`config.mk`:
```
export PLATFORM = sky130hd
export DESIGN_NAME = kamikaze_imem_responder
export DESIGN_NICKNAME = d
export VERILOG_FILES = /design/src/rtl/kamikaze_pkg.sv /design/src/rtl/kamikaze_bus_timeout.sv /design/src/rtl/kamikaze_imem_responder.sv
export SDC_FILE = /design/constraint.sdc
export NUM_CORES = 1
export LEC_CHECK = 0
export CAP_MARGIN = 20
export CORE_AREA = 2 2 125 127
export DETAILED_ROUTE_END_ITERATION = 8
export DIE_AREA = 0 0 127 129
export PLACE_DENSITY = 0.76
export SLEW_MARGIN = 5
export SYNTH_ARGS = -nofsm -noshare
export SYNTH_HDL_FRONTEND = slang
export SYNTH_SLANG_ARGS = --single-unit
```
`constraint.sdc`:
```
create_clock -name clk_i -period 7.6 [get_ports clk_i]
set_input_delay 1.52 -clock clk_i [delete_from_list [all_inputs] [get_ports clk_i]]
set_output_delay 1.52 -clock clk_i [all_outputs]
set_load 0.05 [all_outputs]
```
`src/rtl/kamikaze_pkg.sv`:
```
// Shared definitions for the kamikaze fetch path.
// Holds the responder state encoding and common constants.
package kamikaze_pkg;

    typedef enum logic [1:0] {
        IMEM_IDLE = 2'd0,
        IMEM_WAIT = 2'd1,
        IMEM_RESP = 2'd2
    } imem_state_e;

    localparam int unsigned IMEM_TIMEOUT_DEFAULT = 255;
    localparam logic [31:0] IMEM_NOP = 32'h0000_0000;

endpackage

```
`src/rtl/kamikaze_bus_timeout.sv`:
```
// Saturating wait-cycle counter for the instruction bus.
// expired is high on the LIMIT-th enabled cycle after clear.
module kamikaze_bus_timeout #(
    parameter int unsigned LIMIT = 255
) (
    input  logic clk,
    input  logic rst,
    input  logic clear,
    input  logic enable,
    output logic expired
);

    localparam int W = $clog2(LIMIT + 1);
    localparam logic [W-1:0] LAST = W'(LIMIT - 1);
    localparam logic [W-1:0] TOP = W'(LIMIT);

    logic [W-1:0] count;

    always_ff @(posedge clk or posedge rst) begin
        if (rst) begin
            count <= '0;
        end else if (clear) begin
            count <= '0;
        end else if (enable && count != TOP) begin
            count <= count + 1'b1;
        end
    end

    assign expired = enable && (count == LAST);

endmodule

```
`src/rtl/kamikaze_imem_responder.sv`:
```
// Memory-side responder for the fetch FIFO: Wishbone-classic word reads
// with a one-word last-fetch buffer that serves address replays locally.
module kamikaze_imem_responder
    import kamikaze_pkg::*;
#(
    parameter int unsigned TIMEOUT_CYCLES = IMEM_TIMEOUT_DEFAULT,
    parameter logic [29:0] RESET_ADDR = 30'h0
) (
    input  logic        clk_i,
    input  logic        rst_i,
    input  logic [31:0] pc_mem_i,
    input  logic        branch_i,
    output logic [31:0] ir_o,
    output logic        memory_ready_o,
    output logic        fetch_err_o,
    output logic [29:0] wb_adr_o,
    output logic        wb_cyc_o,
    output logic        wb_stb_o,
    input  logic [31:0] wb_dat_i,
    input  logic        wb_ack_i,
    input  logic        wb_err_i
);

    imem_state_e state_q, state_d;

    logic [29:0] tag_q, tag_d;
    logic [31:0] word_q, word_d;
    logic        valid_q, valid_d;
    logic [29:0] req_tag_q, req_tag_d;
    logic [29:0] serve_tag_q, serve_tag_d;
    logic [31:0] ir_q, ir_d;
    logic        err_q, err_d;
    logic        cyc_q, cyc_d;
    logic [29:0] adr_q, adr_d;

    logic [29:0] pc_tag;
    logic        hit;
    logic        tmo_clear;
    logic        tmo_expired;
    logic        unused_pc_lsb;

    assign pc_tag = pc_mem_i[31:2];
    assign hit = valid_q && (pc_tag == tag_q);
    assign unused_pc_lsb = ^pc_mem_i[1:0];

    kamikaze_bus_timeout #(
        .LIMIT(TIMEOUT_CYCLES)
    ) u_timeout (
        .clk    (clk_i),
        .rst    (rst_i),
        .clear  (tmo_clear),
        .enable (state_q == IMEM_WAIT),
        .expired(tmo_expired)
    );

    always_ff @(posedge clk_i or posedge rst_i) begin
        if (rst_i) begin
            state_q     <= IMEM_IDLE;
            tag_q       <= RESET_ADDR;
            word_q      <= IMEM_NOP;
            valid_q     <= 1'b0;
            req_tag_q   <= '0;
            serve_tag_q <= '0;
            ir_q        <= '0;
            err_q       <= 1'b0;
            cyc_q       <= 1'b0;
            adr_q       <= '0;
        end else begin
            state_q     <= state_d;
            tag_q       <= tag_d;
            word_q      <= word_d;
            valid_q     <= valid_d;
            req_tag_q   <= req_tag_d;
            serve_tag_q <= serve_tag_d;
            ir_q        <= ir_d;
            err_q       <= err_d;
            cyc_q       <= cyc_d;
            adr_q       <= adr_d;
        end
    end

    always_comb begin
        state_d     = state_q;
        tag_d       = tag_q;
        word_d      = word_q;
        valid_d     = valid_q;
        req_tag_d   = req_tag_q;
        serve_tag_d = serve_tag_q;
        ir_d        = ir_q;
        err_d       = err_q;
        cyc_d       = cyc_q;
        adr_d       = adr_q;
        tmo_clear   = 1'b0;

        unique case (state_q)
            IMEM_IDLE: begin
                if (!branch_i) begin
                    serve_tag_d = pc_tag;
                    if (hit) begin
                        ir_d    = word_q;
                        err_d   = 1'b0;
                        state_d = IMEM_RESP;
                    end else begin
                        req_tag_d = pc_tag;
                        adr_d     = pc_tag;
                        cyc_d     = 1'b1;
                        tmo_clear = 1'b1;
                        state_d   = IMEM_WAIT;
                    end
                end
            end
            IMEM_WAIT: begin
                if (branch_i) begin
                    // Data acked under a flush is still valid for its tag.
                    cyc_d   = 1'b0;
                    state_d = IMEM_IDLE;
                    if (wb_ack_i && !wb_err_i) begin
                        word_d  = wb_dat_i;
                        tag_d   = req_tag_q;
                        valid_d = 1'b1;
                    end
                end else if (wb_err_i) begin
                    cyc_d   = 1'b0;
                    valid_d = 1'b0;
                    ir_d    = IMEM_NOP;
                    err_d   = 1'b1;
                    state_d = IMEM_RESP;
                end else if (wb_ack_i) begin
                    cyc_d   = 1'b0;
                    word_d  = wb_dat_i;
                    tag_d   = req_tag_q;
                    valid_d = 1'b1;
                    ir_d    = wb_dat_i;
                    err_d   = 1'b0;
                    state_d = IMEM_RESP;
                end else if (tmo_expired) begin
                    cyc_d   = 1'b0;
                    valid_d = 1'b0;
                    ir_d    = IMEM_NOP;
                    err_d   = 1'b1;
                    state_d = IMEM_RESP;
                end
            end
            IMEM_RESP: begin
                state_d = IMEM_IDLE;
            end
            default: begin
                state_d = IMEM_IDLE;
            end
        endcase
    end

    // The pulse is dropped if the FIFO moved on or flushed meanwhile.
    assign memory_ready_o = (state_q == IMEM_RESP)
                         && (pc_tag == serve_tag_q)
                         && !branch_i;
    assign fetch_err_o = memory_ready_o && err_q;
    assign ir_o        = ir_q;
    assign wb_adr_o    = adr_q;
    assign wb_cyc_o    = cyc_q;
    assign wb_stb_o    = cyc_q;

endmodule

```
==> flow_metrics.tcl <==
set metrics [dict create \
    status "finished, final reports clean" \
    final_util 0.6328 \
    fin_setup_tns_ns 0 \
    io_pins 135 \
    die_y_um 129 \
    synth_nets 595 \
    fmax_ghz 0.1788 \
    diodes 0 \
    synth_fa_ha_area_frac 0.003388 \
    arrival_ns 4.07 \
    max_stage_delay_ns 0.88 \
    reg2reg_from "tag_q[26]$_DFFE_PP0P_" \
    drive_above_1_share 0.2485 \
    path_cells "clkdlybuf4s50_1 > xor2_1 > nor4_1 > nand4_1 > nor4_1 > clkdlybuf4s50_1" \
    setup_viol 0 \
    period_minus_slack_ns 5.591 \
    htreeDepth 4 \
    cts_setup_buffers 0 \
    clk_latency_ns 0.43 \
    cts.sinks 167 \
    dpl_worst_slack_ns 1.944 \
    root_buffer "clkbuf_16" \
    end_kind "output pin" \
    start_util 0.4931 \
    cp_max_fo 4 \
    layout.nets 725 \
    max_cap_viol_count 0 \
    slew_headroom 0.3212 \
    synth_cells 524 \
    fill_cells 1121 \
    die_x_um 127 \
    synth_cell_types 35 \
    crit_required_ns 6.08 \
    cts_tree "done" \
    crit_path_start_kind "input pin" \
    synth_compound_area_frac 0.05082 \
    area_growth_pct 28.32 \
    cts_buffers 17 \
    mostFrequentLayoutCells "167 x dfrtp_1, 132 x clkdlybuf4s50_1, 124 x mux2_2" \
    holdBufCountCts 0 \
    vias 4665 \
    floorplan.die_area_um2 16380 \
    synth-seq-cells 167 \
    synth_xor_area_frac 0.07945 \
    worstHoldEndpoint "valid_q$_DFFE_PP0P_" \
    synth.avg_cell_area_um2 14.10 \
    min_from "valid_q$_DFFE_PP0P_" \
    hold_class "reg2reg" \
    synth_area_um2 7386 \
    seq_area_frac_synth 0.5658 \
    antenna_found_initial 0 \
    final_common_cell "dfrtp_1" \
    worst_slew_pin_slew_ns 1.018 \
    critPathBufInv 2 \
    drc_errors 0 \
    stdcell_count 852 \
    leakage_nw 3.944 \
    dp_hpwl_um 10220 \
    overflow 0 \
    synth_top_family_by_area "multiplexers" \
    ant_nets 0 \
    report.final.slew_viol_count 0 \
    reg2reg_to "ir_o[22]$_DFFE_PP0P_" \
    clockBufferDepth 2 \
    globalRouteTotalUtil 0.1941 \
    drt-wirelength-per-cell_um 18.03 \
    synth_simple_gate_area_frac 0.04303 \
    reg2reg_depth 7 \
    grt_pass1_wl_um 24580 \
    rrSetupSlack_ns 4.73 \
    wirelength_um 15360 \
    rsz0062_at_grt "false" \
    yosysWarnings 0 \
    irDropWorstVdd_mv 0.1774 \
    finalCritPeriodShare 0.7357 \
    place.gp.congestion 0.7577 \
    muxShareOfSynthArea 0.2338 \
    postCtsResizedCells 0 \
    first_iter_violations 204 \
    hold_viol_final 0 \
    cpMaxStageDelayCell "clkdlybuf4s50_1" \
    viasPerCell 5.475 \
    port_buffers 132 \
    core-area_um2 14980 \
    grt_max_degree 113 \
    fin_skew_ns 0.009360 \
    power_density_nw_per_um2 361.6 \
    hold_depth 1 \
    rows 45 \
    grt_pass1_vias 4846 \
    critPathTopFamily "buffers and inverters" \
    clk_pin_slew_ns 0.06 \
    finalWorstSetupSlack_ns 2.009 \
    crit_type "in2out" \
    dp.cells 821 \
    drt-pass1-iter-count 5 \
]
[cells by family (layout without fill, tap and decap cells)]
family / Yosys count / in the layout
simple gates: 58 / 58
compound gates: 45 / 45
flops: 167 / 167
xor+xnor: 67 / 67
buf+inv: 32 / 172
fa+ha+maj: 2 / 2
mux: 153 / 153
[how the worst max path moves through the flow]
stage                 start                 to  slack, ns  depth (start not counted)
3_5_place_dp   pc_mem_i[21]        fetch_err_o       1.94                          6
3_3_place_gp   pc_mem_i[21]        fetch_err_o       1.95                          6
5_1_grt        pc_mem_i[21]        fetch_err_o       1.84                          6
4_1_cts        pc_mem_i[21]        fetch_err_o       1.95                          6
2_1_floorplan         rst_i  err_q$_DFFE_PP0P_       1.56                          1
6_report       pc_mem_i[21]        fetch_err_o       2.01                          6
[worst register-to-register path, stage by stage, from the launching register on]
cell and delay, ns:
dfrtp_1 0.39, xor2_1 0.14, nor4_1 0.48, nand4_1 0.23, nor4_4 0.48, o21a_1 0.21
buf_4 0.42, mux2_1 0.41
[power by group]
| part | internal [mW] | switching (mW) | total, mW | leakage [nW] |
|---|---|---|---|---|
| clock network | 0.513 | 0.337 | 0.850 | 0.276 |
| logic | 0.538 | 0.692 | 1.23 | 1.66 |
| registers | 1.17 | 0.176 | 1.35 | 2.01 |
| total | 2.22 | 1.20 | 3.43 | 3.94 |
[state kept, by name, summed over array words and instances, names as in the netlist]
| register | cells |
|---|---|
| err_q | 1 |
| state_q | 2 |
| word_q | 32 |
| wb_cyc_o | 1 |
| wb_adr_o | 30 |
| u_timeout.count | 8 |
| valid_q | 1 |
| serve_tag_q | 30 |
| ir_o | 32 |
| tag_q | 30 |
[per-stage QoR]
step	power (mW)	hold slack [ns]	area, µm²
CTS	3.456	0.4797	9423
finish	3.427	0.4772	9478
global placement	2.546	0.4636	8842
detailed placement	2.595	0.4665	8842
floorplan	2.182	0.4494	7386
global route	3.597	0.5001	9478
[final cells by class]
class	count	area (µm²)	share of cell area
repair buffers	139	1414	0.1492
inverters	4	20.02	0.002112
flip-flops and latches	167	4179	0.4409
multi-input cells	325	3049	0.3217
clock inverters	7	96.34	0.01017
well taps	188	235.2	0.02482
clock buffers	22	484.2	0.05109
[synthesized netlist by cell type]
cell type / instances / area (µm²)
a21boi_0: 1 / 7.510
and3_1: 1 / 6.260
buf_6: 5 / 56.30
a21o_1: 1 / 7.510
a311oi_1: 1 / 8.760
a211o_1: 2 / 17.52
nand4_1: 11 / 68.82
nor2b_2: 1 / 8.760
nand2_1: 7 / 26.28
nor2b_1: 2 / 12.51
a211oi_1: 1 / 7.510
mux2_4: 1 / 15.01
o21ai_0: 2 / 10.01
dfrtp_1: 167 / 4179
xnor2_1: 29 / 254.0
nor4_4: 1 / 21.27
nand3_1: 4 / 20.02
a31oi_1: 1 / 6.260
buf_4: 2 / 15.01
xor2_1: 38 / 332.8
a311o_1: 1 / 10.01
nand2b_1: 3 / 18.77
nor3_1: 2 / 10.01
mux2_2: 124 / 1396
a22o_1: 32 / 280.3
nor2_1: 15 / 56.30
o22ai_1: 2 / 12.51
clkbuf_1: 13 / 48.80
and2_1: 1 / 6.260
mux2_1: 28 / 315.3
o21a_1: 1 / 7.510
nor4_1: 10 / 62.56
inv_1: 4 / 15.01
ha_1: 2 / 25.02
buf_2: 8 / 40.04
[routing by layer]
layer / global-route usage / vias up / wire length [µm]
met4: 0.07692 / 0 / 350
li1: - / 2136 / -
met1: 0.2511 / 2367 / 6910
met3: 0.05364 / 29 / 796
met5: 0 / - / 0
met2: 0.3134 / 133 / 7306
No activity file was read; power rests on OpenSTA's default activity.
